$ cat config.mk
export PLATFORM = sky130hd
export DESIGN_NAME = spi_ms_controller
export DESIGN_NICKNAME = d
export VERILOG_FILES = /design/src/rtl/spi_ms_pkg.sv /design/src/rtl/spi_ms_clk_gen.sv /design/src/rtl/spi_ms_controller.sv
export SDC_FILE = /design/constraint.sdc
export NUM_CORES = 1
export LEC_CHECK = 0
export BUFFER_PORTS_ARGS = -buffer_cell sky130_fd_sc_hd__buf_2
export CORE_MARGIN = 3
export CORE_UTILIZATION = 58
export DETAILED_ROUTE_END_ITERATION = 7
export PLACE_DENSITY = 0.82
export SLEW_MARGIN = 20
export SYNTH_ARGS = -nofsm -noshare
export SYNTH_HDL_FRONTEND = slang
export SYNTH_SLANG_ARGS = --single-unit
$ cat constraint.sdc
create_clock -name Clk -period 3.3 [get_ports Clk]
set_input_delay 0.33 -clock Clk [delete_from_list [all_inputs] [get_ports Clk]]
set_output_delay 0.33 -clock Clk [all_outputs]
set_load 0.01 [all_outputs]
$ cat src/rtl/spi_ms_pkg.sv
`default_nettype none
// spi_ms_pkg: shared state encoding, SPI mode constants and counter-width helper.
package spi_ms_pkg;

  typedef enum logic [2:0] {
    IDLE,
    CS_SETUP,
    SHIFT,
    CS_HOLD,
    CS_GAP,
    WAIT_NEXT
  } spi_ms_state_e;

  localparam int SPI_CPOL = 0;
  localparam int SPI_CPHA = 0;

  // Bits needed for a counter running 0..n-1; never narrower than one bit.
  function automatic int cnt_w(input int n);
    return (n <= 2) ? 1 : $clog2(n);
  endfunction

endpackage
`default_nettype wire

$ cat src/rtl/spi_ms_clk_gen.sv
`default_nettype none
// spi_ms_clk_gen: half-bit counter producing SPI_Clk and edge strobes while enabled.
module spi_ms_clk_gen
  import spi_ms_pkg::*;
#(
  parameter int CLKS_PER_HALF_BIT = 2
) (
  input  logic clk,
  input  logic rst,
  input  logic en,
  output logic spi_clk,
  output logic rise_stb,
  output logic fall_stb
);
  localparam int CW = cnt_w(CLKS_PER_HALF_BIT);
  localparam logic [CW-1:0] CNT_LAST = CW'(CLKS_PER_HALF_BIT - 1);

  logic [CW-1:0] cnt;
  logic          half_end;

  // Strobes flag the cycle whose closing edge toggles SPI_Clk.
  assign half_end = en && (cnt == CNT_LAST);
  assign rise_stb = half_end && !spi_clk;
  assign fall_stb = half_end && spi_clk;

  always_ff @(posedge clk) begin
    if (rst || !en) begin
      cnt     <= '0;
      spi_clk <= 1'(SPI_CPOL);
    end else if (half_end) begin
      cnt     <= '0;
      spi_clk <= !spi_clk;
    end else begin
      cnt     <= cnt + 1'b1;
    end
  end

endmodule
`default_nettype wire

$ cat src/rtl/spi_ms_controller.sv
`default_nettype none
// spi_ms_controller: SPI mode-0 master sequencer framing each word with chip select.
// Define SPI_MS_BURST_EN to add TX_Last and keep CS_n low across words of a burst.
module spi_ms_controller
  import spi_ms_pkg::*;
#(
  parameter int DATA_W            = 8,
  parameter int CLKS_PER_HALF_BIT = 2,
  parameter int CS_INACTIVE_CLKS  = 1
) (
  input  logic              Clk,
  input  logic              Rst,
  input  logic [DATA_W-1:0] TX_Data,
  input  logic              TX_DV,
`ifdef SPI_MS_BURST_EN
  input  logic              TX_Last,
`endif
  output logic              TX_Ready,
  output logic [DATA_W-1:0] RX_Data,
  output logic              RX_DV,
  output logic              SPI_Clk,
  output logic              SPI_MOSI,
  input  logic              SPI_MISO,
  output logic              SPI_CS_n
);
  localparam int TMR_MAX = (CLKS_PER_HALF_BIT > CS_INACTIVE_CLKS) ?
                           CLKS_PER_HALF_BIT : CS_INACTIVE_CLKS;
  localparam int KW = cnt_w(2 * DATA_W);
  localparam int TW = cnt_w(TMR_MAX);
  localparam logic [KW-1:0] K_LAST    = KW'(2 * DATA_W - 1);
  localparam logic [TW-1:0] HALF_LAST = TW'(CLKS_PER_HALF_BIT - 1);
  localparam logic [TW-1:0] GAP_LAST  = TW'(CS_INACTIVE_CLKS - 1);

  spi_ms_state_e     state, state_nx;
  logic [TW-1:0]     tmr;
  logic [KW-1:0]     half_cnt;
  logic [DATA_W-1:0] tx_sr;
  logic [DATA_W-1:0] rx_sr;
  logic              accept;
  logic              shift_en;
  logic              rise_stb, fall_stb;
  logic              sample_stb, launch_stb;
  logic              shift_done;
  logic              last_word;

  assign accept     = TX_DV && TX_Ready;
  assign shift_en   = (state == SHIFT);
  assign sample_stb = (SPI_CPHA == 0) ? rise_stb : fall_stb;
  assign launch_stb = (SPI_CPHA == 0) ? fall_stb : rise_stb;
  assign shift_done = fall_stb && (half_cnt == K_LAST);
  assign SPI_MOSI   = tx_sr[DATA_W-1];

  spi_ms_clk_gen #(
    .CLKS_PER_HALF_BIT(CLKS_PER_HALF_BIT)
  ) u_clk_gen (
    .clk     (Clk),
    .rst     (Rst),
    .en      (shift_en),
    .spi_clk (SPI_Clk),
    .rise_stb(rise_stb),
    .fall_stb(fall_stb)
  );

`ifdef SPI_MS_BURST_EN
  always_ff @(posedge Clk) begin
    if (Rst) begin
      last_word <= 1'b1;
    end else if (accept) begin
      last_word <= TX_Last;
    end
  end
`else
  assign last_word = 1'b1;
`endif

  always_ff @(posedge Clk) begin
    if (Rst) begin
      state <= IDLE;
    end else begin
      state <= state_nx;
    end
  end

  always_comb begin
    state_nx = state;
    TX_Ready = 1'b0;
    SPI_CS_n = 1'b0;
    case (state)
      IDLE: begin
        TX_Ready = 1'b1;
        SPI_CS_n = 1'b1;
        if (accept) state_nx = CS_SETUP;
      end
      CS_SETUP: begin
        if (tmr == HALF_LAST) state_nx = SHIFT;
      end
      SHIFT: begin
        if (shift_done) state_nx = CS_HOLD;
      end
      CS_HOLD: begin
        if (tmr == HALF_LAST) state_nx = last_word ? CS_GAP : WAIT_NEXT;
      end
      CS_GAP: begin
        SPI_CS_n = 1'b1;
        if (tmr == GAP_LAST) state_nx = IDLE;
      end
      WAIT_NEXT: begin
        TX_Ready = 1'b1;
        if (accept) state_nx = CS_SETUP;
      end
      default: begin
        SPI_CS_n = 1'b1;
        state_nx = IDLE;
      end
    endcase
  end

  // Timer restarts on every state change; half_cnt indexes the SHIFT half-periods.
  always_ff @(posedge Clk) begin
    if (Rst) begin
      tmr      <= '0;
      half_cnt <= '0;
      tx_sr    <= '0;
      rx_sr    <= '0;
      RX_Data  <= '0;
      RX_DV    <= 1'b0;
    end else begin
      RX_DV <= 1'b0;
      tmr   <= (state_nx != state) ? '0 : tmr + 1'b1;
      if (!shift_en) begin
        half_cnt <= '0;
      end else if (rise_stb || fall_stb) begin
        half_cnt <= half_cnt + 1'b1;
      end
      if (accept) begin
        tx_sr <= TX_Data;
      end else if (launch_stb && !shift_done) begin
        tx_sr <= {tx_sr[DATA_W-2:0], 1'b0};
      end
      if (sample_stb) begin
        rx_sr <= {rx_sr[DATA_W-2:0], SPI_MISO};
      end
      if (shift_done) begin
        RX_DV   <= 1'b1;
        RX_Data <= rx_sr;
      end
    end
  end

endmodule
`default_nettype wire

==> impl_results.md <==
* Core area at ~0.0023 mm²
* First-pass DRT Iterations at 4
* Most common cell after layout, fill and taps aside: dfxtp_1
* Final setup fails at 0
* Port Buffers at 24
* Worst Hold Class: input port to flop
* WL met3 at 110 µm
* Syn Area/Cell at 10.1 µm²
* Post-Syn Area at 0.00143 mm²
* Vias in the first global route at just under 1000
* Setup crit end kind: flop
* Die height at 55.6 µm
* Metal1 wirelength at about 1.2 mm
* Gpl congestion at 0.750
* IO Count at 25
* Worst-Margin Slew at 0.866 ns
* Post-synth ARST share at 0%
* H-tree depth at 2
* Pin count of the biggest net entering global routing at 27
* Die W at 55.6 µm
* PwrDens at 477 mW/mm²
* Design area at 0.00160 mm²
* MaxCap Viol Count at 0
* FF+latch count, synth at 35
* Synth-to-layout area growth at 11.9%
* Gate Count Post-Synth at 141
* Placement Cell Area at 0.00153 mm²
* Global-route wire length before repair at 4.44 mm
* Final slew viol count at 0
* Max-slew headroom at 42.2%
* CP max stage delay at 0.71 ns
* Antenna Nets Post-Route at 0
* Worst Setup Start Kind: flop
* CTS Hold Buffers Added at 0
* Final nets at between 150 and 200
* Final period utilization at 61.1%
* Die area at between 0.003 and 0.004 mm²
* Lkg Pwr at 0.000739 µW
* Num CTS Buffers at 5
* Antenna Cells at 0
* Drt drc at 0
* Skew final at 0.00800 ns
* Slowest CP cell: nor2b_1
* Crit path cell chain: and4bb_4 -> nor2b_1 -> mux2i_1 -> nor2_1
* Distinct cells, synth at 34
* Initial core utilization at 62.7%
* Row count at 17
* Fin Setup TNS at 0 ns
* CP arrival at around 2.2 ns
* EDFF count, synth at 0
* Top FF cell, synth: dfxtp_1
* Cell taking the most area after synthesis: dfxtp_1
* Layout cells sized above 1 at 22.6%
* Root Buffer: clkbuf_4
* Skew-Pair Late Insertion Delay at 0.33 ns
* Endpoints failing hold at 0
* Post-Route WL at between 2 and 2.5 mm
* Total power at 762 µW
* Sequential area share after synthesis at 49.1%
* VDD IR max at 0.000360 V
* Grt total ovfl at 0
* Area contributors post-synth: dfxtp_1 49%, mux2i_1 17%, nor2_1 7.4%, o2bb2ai_1 3.7%, xor2_1 1.8%
* FMAX at 496 MHz
* Starting DRT DRC Count at 6
* Met2 WL at 1.14 mm
* DP HPWL at 1.75 mm
* Overall routing resource usage at 17.9%
* Data required, critical path at 3.52 ns
* CTS clk-pin slew, worst paths at 0.10 ns
* Syn_nets at 154
* Resize count post-CTS at 0
* RSZ-0062 raised after global routing: no
* Vias at roughly 1100
* Status: finished clean
* Worst Path Max Fanout at 11
* Num Clock Sinks at 35
* Clock Path Buffers at 2
* Post-synth top area share at 49.1%
* Syn. warnings at 0
* Initial antenna violation count at 0
* Routed len/inst at 13.0 µm
* DR top layer: met4
* Commonest non-fill, non-tap cells in the layout: 35 x dfxtp_1, 28 x nor2_1, 24 x mux2i_1, 24 x buf_2, 6 x o2bb2ai_1
* CTS tree: built
* Post-CTS Setup Bufs at 0
* Via density at 5.50
* Kind of critical path: flop to flop
* Minimum clock period at 2.02 ns
## through the flow
step / util, % / hold WS (ns) / std cells / worst slack, ns
2_1_floorplan: - / 0.444 / 141 / 1.90
3_3_place_gp: 67.2 / 0.467 / 184 / 1.37
3_5_place_dp: 67.2 / 0.466 / 184 / 1.32
4_1_cts: 70.2 / 0.182 / 192 / 1.28
5_1_grt: 70.2 / 0.179 / 192 / 1.15
6_report: 70.2 / 0.196 / 192 / 1.28
## worst max-delay path: cells and delay by family (launching register included)
kind	cells	cell delay, ns
flops	1	0.43
mux	1	0.27
simple gates	3	1.19
## path summary, 6_finish.rpt
kind                    from        to  slack [ns]  cells after the start
setup / recovery    state[0]  rx_sr[4]        1.28                      4
hold / removal    TX_Data[4]  tx_sr[4]        0.20                      2
setup reg to reg    state[0]  rx_sr[4]        1.28                      4
hold reg to reg     tx_sr[0]  tx_sr[0]        0.49                      2
## Yosys cell counts (all sizes together), types with 3 or more instances
library cell,count
buf,7
a21oi,3
xor2,3
nand3,4
nor2,28
o2bb2ai,6
nand2,3
dfxtp,35
mux2i,24
## cells by family after synthesis
group,synth area share (%)
adder cells (fa/ha/maj),0.876
buffers and inverters,4.29
AO/OA/AOI/OAI,8.76
flip-flops,49.1
AND/OR/NAND/NOR,17.1
multiplexers,16.8
XOR/XNOR,3.07
## cell type report
cell class	count	area (µm²)
inverters	2	7.51
repair buffers	24	120
flip-flops and latches	35	701
multi-input cells	95	666
well taps	28	35.0
clock buffers	8	68.8
fillers	176	678
## registers in the layout (all words and copies together) (netlist names)
signal             count
tmr                    1
u_clk_gen.cnt          1
half_cnt               4
RX_DV                  1
rx_sr                  8
RX_Data                8
tx_sr                  8
u_clk_gen.spi_clk      1
state                  3
## report_power, final
part | switching [µW] | internal [µW] | total, µW
registers | 11.7 | 434 | 446
clock network | 135 | 125 | 261
logic | 30.0 | 25.6 | 55.6
## layer usage
layer	up-vias	GRT usage, %
li1	526	-
met3	6	5.57
met4	0	9.38
met5	-	0
met2	18	26.4
met1	506	23.4
(Power assumes the default switching activity.)
